`src/rtl/fetch_stage_if.sv`:
```
// rtl/fetch_stage_if.sv - fetch stage control, instruction-memory port A and IF/ID bundle
interface fetch_stage_if;
  logic       stall;
  logic       flush;
  logic       branch_taken;
  logic [7:0] branch_target;
  logic [7:0] imem_addr;
  logic [7:0] imem_data;
  logic [7:0] if_instr;
  logic [7:0] if_imm;
  logic [7:0] if_pc;
  logic [7:0] if_pc_next;
  logic       if_valid;

  modport master (
    input  stall,
    input  flush,
    input  branch_taken,
    input  branch_target,
    output imem_addr,
    input  imem_data,
    output if_instr,
    output if_imm,
    output if_pc,
    output if_pc_next,
    output if_valid
  );

  modport slave (
    output stall,
    output flush,
    output branch_taken,
    output branch_target,
    input  imem_addr,
    output imem_data,
    input  if_instr,
    input  if_imm,
    input  if_pc,
    input  if_pc_next,
    input  if_valid
  );
endinterface

```
`src/rtl/fetch_stage.sv`:
```
// rtl/fetch_stage.sv - PC owner and 1/2-byte instruction assembler feeding IF/ID
module fetch_stage #(
  parameter logic [7:0] RESET_VECTOR = 8'h00,
  parameter logic [3:0] IMM_OPCODE   = 4'hC
) (
  input  logic             clk,
  input  logic             rst,
  fetch_stage_if.master    fif
);

  typedef enum logic {S_OP, S_IMM} state_t;

  state_t     state_q, state_d;
  logic [7:0] pc_q, pc_d;
  logic [7:0] op_hold_q, op_hold_d;
  logic [7:0] op_pc_q, op_pc_d;
  logic [7:0] if_instr_q, if_instr_d;
  logic [7:0] if_imm_q, if_imm_d;
  logic [7:0] if_pc_q, if_pc_d;
  logic [7:0] if_pc_next_q, if_pc_next_d;
  logic       if_valid_q, if_valid_d;
  logic [7:0] pc_inc;

  assign pc_inc = pc_q + 8'd1;

  always_comb begin
    state_d      = state_q;
    pc_d         = pc_q;
    op_hold_d    = op_hold_q;
    op_pc_d      = op_pc_q;
    if_instr_d   = if_instr_q;
    if_imm_d     = if_imm_q;
    if_pc_d      = if_pc_q;
    if_pc_next_d = if_pc_next_q;
    if_valid_d   = if_valid_q;

    // Redirect dominates: any half-assembled 2-byte instruction is dropped.
    if (fif.branch_taken) begin
      pc_d       = fif.branch_target;
      state_d    = S_OP;
      if_valid_d = 1'b0;
    end else if (fif.flush) begin
      if_valid_d = 1'b0;
    end else if (!fif.stall) begin
      case (state_q)
        S_OP: begin
          pc_d = pc_inc;
          if (fif.imem_data[7:4] == IMM_OPCODE) begin
            op_hold_d  = fif.imem_data;
            op_pc_d    = pc_q;
            if_valid_d = 1'b0;
            state_d    = S_IMM;
          end else begin
            if_instr_d   = fif.imem_data;
            if_imm_d     = 8'h00;
            if_pc_d      = pc_q;
            if_pc_next_d = pc_inc;
            if_valid_d   = 1'b1;
          end
        end
        S_IMM: begin
          if_instr_d   = op_hold_q;
          if_imm_d     = fif.imem_data;
          if_pc_d      = op_pc_q;
          if_pc_next_d = pc_inc;
          if_valid_d   = 1'b1;
          pc_d         = pc_inc;
          state_d      = S_OP;
        end
        default: state_d = S_OP;
      endcase
    end
  end

  always_ff @(posedge clk or negedge rst) begin
    if (!rst) begin
      state_q      <= S_OP;
      pc_q         <= RESET_VECTOR;
      op_hold_q    <= 8'h00;
      op_pc_q      <= 8'h00;
      if_instr_q   <= 8'h00;
      if_imm_q     <= 8'h00;
      if_pc_q      <= 8'h00;
      if_pc_next_q <= 8'h00;
      if_valid_q   <= 1'b0;
    end else begin
      state_q      <= state_d;
      pc_q         <= pc_d;
      op_hold_q    <= op_hold_d;
      op_pc_q      <= op_pc_d;
      if_instr_q   <= if_instr_d;
      if_imm_q     <= if_imm_d;
      if_pc_q      <= if_pc_d;
      if_pc_next_q <= if_pc_next_d;
      if_valid_q   <= if_valid_d;
    end
  end

  assign fif.imem_addr  = pc_q;
  assign fif.if_instr   = if_instr_q;
  assign fif.if_imm     = if_imm_q;
  assign fif.if_pc      = if_pc_q;
  assign fif.if_pc_next = if_pc_next_q;
  assign fif.if_valid   = if_valid_q;

endmodule
```
`src/flat_wrapper.sv`:
```
// flat-port wrapper written by rule: the top's interface ports become plain ports
module fetch_stage_flat 
#(
  parameter logic [7:0] RESET_VECTOR = 8'h00,
  parameter logic [3:0] IMM_OPCODE   = 4'hC
)
  (clk, rst, fif_stall, fif_flush, fif_branch_taken, fif_branch_target, fif_imem_addr, fif_imem_data, fif_if_instr, fif_if_imm, fif_if_pc, fif_if_pc_next, fif_if_valid);
  fetch_stage_if fif_i ();
  input  logic clk;
  input  logic rst;
  input wire logic [$bits(fif_i.stall)-1:0] fif_stall;
  input wire logic [$bits(fif_i.flush)-1:0] fif_flush;
  input wire logic [$bits(fif_i.branch_taken)-1:0] fif_branch_taken;
  input wire logic [$bits(fif_i.branch_target)-1:0] fif_branch_target;
  output wire logic [$bits(fif_i.imem_addr)-1:0] fif_imem_addr;
  input wire logic [$bits(fif_i.imem_data)-1:0] fif_imem_data;
  output wire logic [$bits(fif_i.if_instr)-1:0] fif_if_instr;
  output wire logic [$bits(fif_i.if_imm)-1:0] fif_if_imm;
  output wire logic [$bits(fif_i.if_pc)-1:0] fif_if_pc;
  output wire logic [$bits(fif_i.if_pc_next)-1:0] fif_if_pc_next;
  output wire logic [$bits(fif_i.if_valid)-1:0] fif_if_valid;
  assign fif_i.stall = fif_stall;
  assign fif_i.flush = fif_flush;
  assign fif_i.branch_taken = fif_branch_taken;
  assign fif_i.branch_target = fif_branch_target;
  assign fif_imem_addr = fif_i.imem_addr;
  assign fif_i.imem_data = fif_imem_data;
  assign fif_if_instr = fif_i.if_instr;
  assign fif_if_imm = fif_i.if_imm;
  assign fif_if_pc = fif_i.if_pc;
  assign fif_if_pc_next = fif_i.if_pc_next;
  assign fif_if_valid = fif_i.if_valid;
  fetch_stage #(.RESET_VECTOR(RESET_VECTOR), .IMM_OPCODE(IMM_OPCODE)) u_core (.clk(clk), .rst(rst), .fif(fif_i));
endmodule
```
`config.mk`:
```
export PLATFORM = sky130hd
export DESIGN_NAME = fetch_stage_flat
export DESIGN_NICKNAME = d
export VERILOG_FILES = /design/src/rtl/fetch_stage_if.sv /design/src/rtl/fetch_stage.sv /design/src/flat_wrapper.sv
export SDC_FILE = /design/constraint.sdc
export NUM_CORES = 1
export LEC_CHECK = 0
export ABC_CLOCK_PERIOD_IN_PS = 2300
export BUFFER_PORTS_ARGS = -buffer_cell sky130_fd_sc_hd__buf_2
export CAP_MARGIN = 20
export CORE_MARGIN = 2
export CORE_UTILIZATION = 30
export DETAILED_ROUTE_END_ITERATION = 8
export SLEW_MARGIN = 40
export SYNTH_ARGS = -nofsm -noshare
export SYNTH_HDL_FRONTEND = slang
export SYNTH_SLANG_ARGS = --single-unit
```
`constraint.sdc`:
```
create_clock -name clk -period 2.3 [get_ports clk]
set_input_delay 0.23 -clock clk [delete_from_list [all_inputs] [get_ports clk]]
set_output_delay 0.23 -clock clk [all_outputs]
set_load 0.05 [all_outputs]
```
==> reports/results.ini <==
[global_route]
grt_overflow = 0
grt_usage = 0.125
grt_pass1_vias = 1825
grt_max_degree = 43
grt_pass1_wl_um = 9320
antenna_found_initial = 0

[die]
rows = 34
fp.coreArea_um2 = 8680
die_area_um2 = 9700
fp.dieH_um = 98.5
io_pins = 62
chipWidth_um = 98.5
initial_utilization = 0.309

[placement]
place.gp.congestion = 0.719
dp_slack_ns = 0.552
placed_cell_area_um2 = 3060
dpl.hpwl_um = 4120
io_buffers = 61

[layout]
fin_nets = 320
fill_cells = 880
utilization = 0.373
multi_input_area_um2 = 1110
areaGrowthSynthToFinish_pct = 20.8
final_common_cell = buf_2
final_cell_mix = buf_2 (61), dfrtp_1 (58), nand2_1 (52)
regArea_um2 = 1450
antenna_cells = 0
design_area_um2 = 3240
drive_above_1_share = 0.391

[critical_path]
cp_data_arrival_time_ns = 2.01
max_stage_delay_ns = 0.45
cp_cell_sequence = nor4b_4 > a21bo_2 > buf_12 > nand2_1 > o21ai_2
r2r_end = u_core.fif.if_pc[4]
cp_max_fo = 42
worst_ep_required_time_ns = 2.56
crit_type = reg2reg
start_kind = register
rr_worst_depth = 5
rrSetupSlack_ns = 0.55
crit_path_end_kind = register
cpMaxStageDelayCell = a21bo_2
r2r_start = u_core.state_q

[route]
drt_first_pass_iters = 4
vias = 1820
drcViolationCount = 0
drt_iter0_markers = 41
routed_wl_um = 5800
ant_nets = 0
wl_per_cell_um = 14.1
viasPerCell = 4.44

[flow_run]
drv_cap = 0

[timing]
tightestPinTransition_ns = 0.473
relSlewSlack = 0.684
clock.fmax_mhz = 573
tns_ns = 0
fin_worst_skew_ns = 0.00633
layout_min_cycle_time_ns = 1.75
finalCritPeriodShare = 0.759
hold_viol_final = 0
setup_viol = 0
rsz0062_at_grt = false
drv_slew = 0
setup_ws_ns = 0.555

[logic_synthesis]
ys_seq_area_frac = 0.542
synth-edff-count = 0
ys_seq_elements = 58
ys_types = 29
ys.flop_type = dfrtp_1
yosysWarnings = 0
syn_avg_cell_area_um2 = 11.5
syn_area_um2 = 2680
synthArstFlopShare = 1.00
synthesis.nets = 255
netlist_instances = 233

[clock_network]
ctsHoldBuffers = 1
cts.sinks = 58
post-cts-setup-buffers = 0
worstSkewPairLatency_ns = 0.33
cts.clk_slew.worst_paths_ns = 0.06
cts_tree = done
cts_buffer_depth = 2
htreeDepth = 3
clockRootBuffer = clkbuf_8
cts_made_buffers = 9
cts_resized = 0

[pwr]
total_power_uw = 2830
p_per_area_nw_per_um2 = 874
power_leakage_uw = 0.00160
ir_drop_mv = 0.283

[run_status]
outcome = complete, no violations

[worst_hold_path]
hold_class = in2reg
worst_hold_path.endpoint = u_core.fif.imem_addr[6]
hp-start = fif_branch_target[6]
min_path_cells = 3

## worst max-delay path by stage
stage	startpoint	to	slack, ns	cells past startpoint
3_5_place_dp	u_core.state_q	u_core.fif.if_instr[5]	0.55	4
2_1_floorplan	u_core.fif.imem_addr[2]	u_core.fif.imem_addr[7]	0.58	5
3_3_place_gp	u_core.state_q	u_core.fif.if_pc[4]	0.64	5
4_1_cts	u_core.state_q	u_core.fif.if_pc[4]	0.54	5
5_1_grt	u_core.state_q	u_core.fif.if_instr[1]	0.40	5
6_report	u_core.state_q	u_core.fif.if_pc[4]	0.55	5
## per-stage QoR
stage               hold WS [ns]  cells
floorplan                -0.0656    233
global placement           0.204    394
detailed placement         0.203    394
CTS                       0.0853    410
global route              0.0937    410
finish                     0.101    410
## area by class of cell
cell class	count	share of cell area
well taps	108	0.0418
multi-input cells	161	0.342
flip-flops and latches	58	0.449
clock inverters	3	0.00464
repair buffers	68	0.115
clock buffers	12	0.0480
## Yosys cell counts, types with 2 or more instances
cell | count | area share
a21oi_1 | 3 | 0.0056
and2_1 | 2 | 0.0047
buf_6 | 9 | 0.038
clkbuf_1 | 4 | 0.0056
dfrtp_1 | 58 | 0.54
mux2_2 | 6 | 0.025
mux2_4 | 7 | 0.039
mux2i_1 | 17 | 0.064
nand2_1 | 52 | 0.073
nand2b_1 | 2 | 0.0047
nand3_1 | 11 | 0.021
nor2_1 | 4 | 0.0056
nor3_1 | 3 | 0.0056
o21ai_0 | 8 | 0.015
o21ai_1 | 5 | 0.0093
o21ai_2 | 18 | 0.059
xnor2_1 | 8 | 0.026
xor2_1 | 5 | 0.016
## kinds of logic after synthesis
family | Yosys count | share of synthesized area
AOI/OAI and AO/OA | 35 | 0.0925
muxes | 30 | 0.128
DFF | 58 | 0.542
and+or+nand+nor | 82 | 0.145
adders and majority gates | 1 | 0.00467
xor gates and xnor gates | 13 | 0.0425
buffers and inverters | 14 | 0.0453
## state kept, by name, indices dropped and copies added, names as in the netlist
register               count
u_core.fif.if_instr        8
u_core.op_pc_q             8
u_core.fif.if_pc_next      8
u_core.fif.if_valid        1
u_core.fif.imem_addr       8
u_core.op_hold_q           8
u_core.fif.if_pc           8
u_core.fif.if_imm          8
u_core.state_q             1
## critical path, delay by kind of cell, from the launching register on
kind,cells,cell delay [ns]
AO/OA/AOI/OAI,2,0.51
AND/OR/NAND/NOR,2,0.46
flip-flops,1,0.41
buffers and inverters,1,0.28
## power breakdown
group	switching (uW)	internal, uW	total (uW)
logic	550	211	761
clock network	378	438	816
registers	97.1	1150	1250
total	1030	1800	2830
## metal layers
layer | wire length [um] | vias up | track usage
li1 | - | 928 | -
met1 | 2820 | 836 | 0.168
met2 | 2540 | 48 | 0.183
met3 | 372 | 8 | 0.0546
met4 | 63 | 0 | 0.0379
met5 | 0 | - | 0
Note: power is estimated with default switching activity, not from simulation.
